--- src/rtl/counter169_monitor.sv ---
// Passive checker for a 4-bit up/down counter with parallel load and ripple carry.
// Optional macro COUNTER169_MONITOR_RESYNC_EN: re-seed the model from observed q on a mismatch.
module counter169_monitor (
    input  logic       clock,
    input  logic       reset,
    input  logic       clear,
    input  logic       load,
    input  logic       ud,
    input  logic       ent,
    input  logic       enp,
    input  logic [3:0] d,
    input  logic [3:0] q,
    input  logic       rco,
    output logic       synced,
    output logic       error,
    output logic [7:0] err_count,
    output logic [15:0] check_count,
    output logic [3:0] first_q,
    output logic [3:0] first_exp
);

    localparam logic [0:0] UNSYNC = 1'b0;
    localparam logic [0:0] TRACK  = 1'b1;

    logic [0:0]  state, state_n;
    logic [3:0]  model, model_n;
    logic        error_n;
    logic [7:0]  err_count_n;
    logic [15:0] check_count_n;
    logic [3:0]  first_q_n, first_exp_n;
    logic [3:0]  base;
    logic        exp_rco_c;
    logic        mismatch_c;

    // Reference model, checker and statistics next-state
    always_comb begin
        state_n       = state;
        model_n       = model;
        error_n       = error;
        err_count_n   = err_count;
        check_count_n = check_count;
        first_q_n     = first_q;
        first_exp_n   = first_exp;

        exp_rco_c  = !(!ent && ((ud && (model == 4'd15)) || (!ud && (model == 4'd0))));
        mismatch_c = (state == TRACK) && ((q != model) || (rco != exp_rco_c));

        base = model;
`ifdef COUNTER169_MONITOR_RESYNC_EN
        if (mismatch_c) base = q;
`endif

        case (state)
            UNSYNC: begin
                if (!load) begin
                    model_n = d;
                    state_n = TRACK;
                end
            end
            TRACK: begin
                check_count_n = check_count + 16'd1;
                if (!load)
                    model_n = d;
                else if (!ent && !enp)
                    model_n = ud ? base + 4'd1 : base - 4'd1;
                else
                    model_n = base;

                if (mismatch_c) begin
                    error_n = 1'b1;
                    if (err_count != 8'd255) err_count_n = err_count + 8'd1;
                    if (err_count == 8'd0) begin
                        first_q_n   = q;
                        first_exp_n = model;
                    end
                end
            end
            default: state_n = UNSYNC;
        endcase
    end

    // State and registered outputs; reset and clear override everything
    always_ff @(posedge clock) begin
        if (reset || clear) begin
            state       <= UNSYNC;
            model       <= 4'd0;
            synced      <= 1'b0;
            error       <= 1'b0;
            err_count   <= 8'd0;
            check_count <= 16'd0;
            first_q     <= 4'd0;
            first_exp   <= 4'd0;
        end else begin
            state       <= state_n;
            model       <= model_n;
            synced      <= (state_n == TRACK);
            error       <= error_n;
            err_count   <= err_count_n;
            check_count <= check_count_n;
            first_q     <= first_q_n;
            first_exp   <= first_exp_n;
        end
    end

endmodule

--- config.mk ---
export PLATFORM = sky130hd
export DESIGN_NAME = counter169_monitor
export DESIGN_NICKNAME = d
export VERILOG_FILES = /design/src/rtl/counter169_monitor.sv
export SDC_FILE = /design/constraint.sdc
export NUM_CORES = 1
export LEC_CHECK = 0
export BUFFER_PORTS_ARGS = -buffer_cell sky130_fd_sc_hd__buf_2
export CAP_MARGIN = 40
export CORE_MARGIN = 5
export CORE_UTILIZATION = 55
export CTS_CLUSTER_DIAMETER = 30
export DETAILED_ROUTE_END_ITERATION = 8
export PLACE_DENSITY = 0.82
export SLEW_MARGIN = 20
export SYNTH_ARGS = -nofsm -noshare
export SYNTH_HDL_FRONTEND = slang
export SYNTH_SLANG_ARGS = --single-unit
--- constraint.sdc ---
create_clock -name clock -period 3.1 [get_ports clock]
set_clock_uncertainty 0.2 [all_clocks]
set_input_delay 0.62 -clock clock [delete_from_list [all_inputs] [get_ports clock]]
set_output_delay 0.62 -clock clock [all_outputs]
set_load 0.005 [all_outputs]
; Word level (Yosys, flattened, before mapping)
; Index checks and enable logic that the tools add are counted.
[classes]
addsub = 4
n_eq_ne = 6
mux = 7
n_bitwise = 1
n_reduce_logical = 18
[op_table]
columns = op, count
row1 = $add 16x1->16 const B, 1
row2 = $mux 4, 4
row3 = $add 8x1->8 const B, 1
row4 = $logic_not 8->1, 1
row5 = $ne 8x8->1 const B, 1
row6 = $pmux 4 s2, 1
row7 = $reduce_and 3->1, 2
row8 = $logic_and 1x1->1, 5
row9 = $add 4x1->4 const B, 1
row10 = $eq 4x4->1 const B, 1
row11 = $logic_not 1->1, 4
row12 = $logic_not 4->1, 1
row13 = $ne 4x4->1, 1
row14 = $reduce_and 2->1, 2
row15 = $sub 4x1->4 const B, 1
row16 = $logic_or 1x1->1, 3
row17 = $ne 3x2->1 const B, 1
row18 = $mux 1, 2
row19 = $ne 2x2->1 const B, 1
row20 = $ne 1x1->1, 1
row21 = $not 1->1, 1
[totals]
reg_bits = 38
input_bits = 16
wordCells = 43

; Depth between registers and ports, before layout
[logic_depth]
word_depth = 9
depth_mapped = 7
depth_no_buf = 7

; Least setup slack after synthesis
; No wires, ideal clock.
[synth_timing]
path_kind = input-to-reg
start = in ud
end = reg model[3], in the netlist base[3]
setup_time_ps = 74
arrival_ps = 1870
setup_slack_ps = 955
cell_stages = 7
n_path_buf = 0
path_cell_list = inv_1 -> ha_1 -> a21o_1 -> a21oi_1 -> xnor2_1 -> or4_1 -> a31oi_1
[synth_between]
elab_chain_len = 4
[synth_rtl]
columns = element, line_no
row1 = from (decl), 8  ; input logic ud,
row2 = $mux 4, 65  ; model_n = ud ? base + 4'd1 : base - 4'd1;
row3 = $mux 4, 64  ; else if (!ent && !enp)
row4 = $mux 4, 62  ; if (!load)
row5 = $pmux 4 s2, 53  ; case (state)
row6 = to (signal assigned), 95  ; model <= model_n;
row7 = to (decl), 26  ; logic [3:0] model, model_n;
; Every way passes these cells. The select of a mux whose other input is x is not followed.
; A chain may end at the register's enable or synchronous reset.

; Worst setup path in the final report
[layout_timing]
start = reg model[2], in the netlist base[2]
end = reg first_q[0]
[layout_between]
elab_chain_len = 9
elab_cells_between_ends = 12
classes_between = 3 x eq/ne / 9 x reduce/logical
[layout_rtl]
columns = element, line_no
row1 = $eq 4x4->1 or $logic_not 4->1 (tied branches), 45  ; exp_rco_c = !(!ent && ((ud && (model == 4'd15)) || (!ud && (model == 4'd0))));
row2 = $logic_and 1x1->1, 45
row3 = $logic_or 1x1->1, 45
row4 = $logic_and 1x1->1, 45
row5 = $logic_not 1->1, 45
row6 = $ne 1x1->1, 46  ; mismatch_c = (state == TRACK) && ((q != model) || (rco != exp_rco_c));
row7 = $logic_or 1x1->1 *, 46
row8 = $logic_and 1x1->1 *, 46
row9 = $reduce_and 3->1 (no line) *, -
row10 = to (signal assigned), 100  ; first_q <= first_q_n;
row11 = to (decl), 18  ; output logic [3:0] first_q,
; Every way passes the cells marked *; elsewhere a longest branch is shown, timed or not.

==> flow_metrics.tcl <==
set metrics [dict create \
    rows 21 \
    io_buffer_count 49 \
    worst_path_dominant_cell_family "compound AO/OA/AOI/OAI gates" \
    tightest_slew_ns 0.604 \
    max_clock_freq_mhz 452 \
    ys_seq_area_share_pct 38.6 \
    nets 297 \
    coreArea_um2 3420 \
    crit_fanout 10 \
    max-cap-violations 0 \
    dp_hpwl_um 3040 \
    grt_use_total_pct 17.5 \
    die_x_um 69.9 \
    area_delta_synth_final_pct 17.5 \
    syn_avg_cell_area_um2 8.76 \
    cts_tree "done" \
    holdBufCountCts 0 \
    hold_ws_ns 0.267 \
    grt_pass1_vias 1555 \
    num_vias 1728 \
    crit_type "reg -> reg" \
    cts-buffers-inserted 5 \
    layout-drive-gt1-share_pct 23.9 \
    ys.flop_type "dfxtp_1" \
    gp_congestion 0.849 \
    dieArea_um2 4880 \
    final_core_utilization_pct 67.8 \
    netlist_area_um2 1970 \
    hold_path.class "reg -> reg" \
    rsz0062_at_grt "false" \
    ant_nets 0 \
    reg2reg_depth 5 \
    dr.first_iter.drc_count 107 \
    cp.arrival_ns 2.29 \
    grt_pass1_wl_um 7040 \
    irDropWorstVdd_mv 0.257 \
    start_util_pct 57.7 \
    grt_start_max_net_pins 28 \
    avgRoutedWirePerCell_um 12.6 \
    setup_viol 0 \
    finalPower_w 0.000858 \
    ys_types 40 \
    syn_inst 225 \
    end_kind "flip-flop" \
    clk_pin_slew_worst_paths_ns 0.11 \
    dpl_cell_area_um2 2260 \
    slew_headroom_pct 59.4 \
    cp_num_buf_inv 0 \
    insertion_delay_ns 0.36 \
    antennaDiodeCount 0 \
    die_h_um 69.9 \
    cts-resized-gates 0 \
    pin_count 50 \
    first_pass_iters 4 \
    viasPerCell 5.37 \
    path_cells "nor4_2 -> o2bb2ai_2 -> xor2_4 -> a211oi_4 -> mux2i_1" \
    clockBufferDepth 2 \
    crit_slowest_cell "a211oi_4" \
    htreeDepth 2 \
    period_needed_ns 2.21 \
    ys_warn_count 0 \
    worstSetupPathDepth 5 \
    antenna_found_initial 0 \
    wirelength_um 4060 \
    maxSlewViolCount 0 \
    drc 0 \
    synth_edf_count 0 \
    fin_setup_tns_ns 0 \
    fin_crit_sh_pct 71.3 \
    power_leakage_nw 0.917 \
    synthArstFlopShare_pct 0 \
    clock-root-buffer "clkbuf_4" \
    final_area_um2 2320 \
    grt_overflow 0 \
    critPathRequiredTime_ns 3.18 \
    worstSetupStartpointType "flip-flop" \
    status "finished, final reports clean" \
    slowest_delay_ns 0.55 \
    holdPathStages 2 \
    ys_seq_elements 38 \
    synth_nets 247 \
    cts_setup_buffers 0 \
    clkSinkCount 38 \
    p_per_area_nw_per_um2 371 \
    finalHoldViolations 0 \
]
layout by cell type (no fill, tap or decap), drive strengths merged, types with 2 or more instances in the layout:
master,instances
nor2,16
nor3,4
inv,9
a21oi,12
nand3,7
nor4,3
nor2b,2
ha,5
a211oi,6
xor2,11
or3,10
o21ai,8
or2,3
a2111oi,2
dfxtp,38
clkbuf,7
mux2i,17
xnor2,7
nand2,36
nand4,8
buf,51
worst register-to-register path: cells and delay by family (launching register included):
kind            cells  cell delay (ns)
mux                 1             0.29
xor+xnor            1             0.17
simple gates        1             0.34
compound gates      2             0.75
flops               1             0.40
logic make-up after synthesis:
logic type	count (synthesis)	share of synthesized area (%)
AOI/OAI and AO/OA	33	11.6
xor gates and xnor gates	18	8.95
adders and majority gates	6	4.19
buffers and inverters	17	3.36
DFF	38	38.6
muxes	17	8.63
and+or+nand+nor	96	24.6
path summary, 6_finish.rpt:
kind / start / slack [ns] / to
setup / recovery: base[2] / 0.89 / first_q[0]
setup reg to reg: base[2] / 0.89 / first_q[0]
hold reg to reg: first_exp[2] / 0.27 / first_exp[2]
hold / removal: first_exp[2] / 0.27 / first_exp[2]
metrics by stage:
step	setup slack (ns)	cells
floorplan	0.955	225
global placement	0.756	314
detailed placement	0.681	314
CTS	0.848	322
global route	0.747	322
finish	0.889	322
report_power, final:
group | switching, W | internal [W] | total (W)
Sequential | 0.00000848 | 0.000493 | 0.000501
Combinational | 0.0000490 | 0.0000355 | 0.0000845
Clock | 0.000163 | 0.000110 | 0.000273
Total | 0.000220 | 0.000638 | 0.000858
layout make-up:
type / count / area, um^2
Sequential cell: 38 / 761
Multi-Input combinational cell: 170 / 1140
Timing Repair Buffer: 51 / 260
Fill cell: 307 / 1100
Inverter: 9 / 33.8
Tap cell: 46 / 57.6
Clock buffer: 7 / 55.1
Clock inverter: 1 / 5.00
synthesized netlist by cell type (2+ instances only):
| library cell | instances | area [um^2] |
|---|---|---|
| nor2_1 | 16 | 60.1 |
| ha_1 | 5 | 62.6 |
| nor2b_1 | 2 | 12.5 |
| dfxtp_1 | 38 | 761 |
| a21oi_1 | 12 | 60.1 |
| or3_1 | 10 | 62.6 |
| xor2_1 | 10 | 87.6 |
| clkbuf_1 | 6 | 22.5 |
| nor3_1 | 4 | 20.0 |
| mux2i_1 | 17 | 170 |
| or2_2 | 2 | 12.5 |
| nand2_1 | 36 | 135 |
| a211oi_1 | 5 | 37.5 |
| buf_2 | 2 | 10.0 |
| nand4_1 | 8 | 50.1 |
| nand3_1 | 7 | 35.0 |
| inv_1 | 9 | 33.8 |
| xnor2_1 | 7 | 61.3 |
| o21ai_0 | 8 | 40.0 |
sequential cells by signal, indices dropped and copies added (netlist names):
| register | flops |
|---|---|
| check_count | 16 |
| err_count | 8 |
| base | 4 |
| first_exp | 4 |
| first_q | 4 |
| error | 1 |
| state | 1 |
routing by layer:
metal / vias up / track usage, % / routed length (um)
li1: 881 / - / -
met2: 33 / 28.2 / 1940
met4: 0 / 7.45 / 103
met5: - / 0 / 0
met3: 13 / 6.31 / 233
met1: 801 / 20.8 / 1790
No activity file was read; power rests on OpenSTA's default activity.
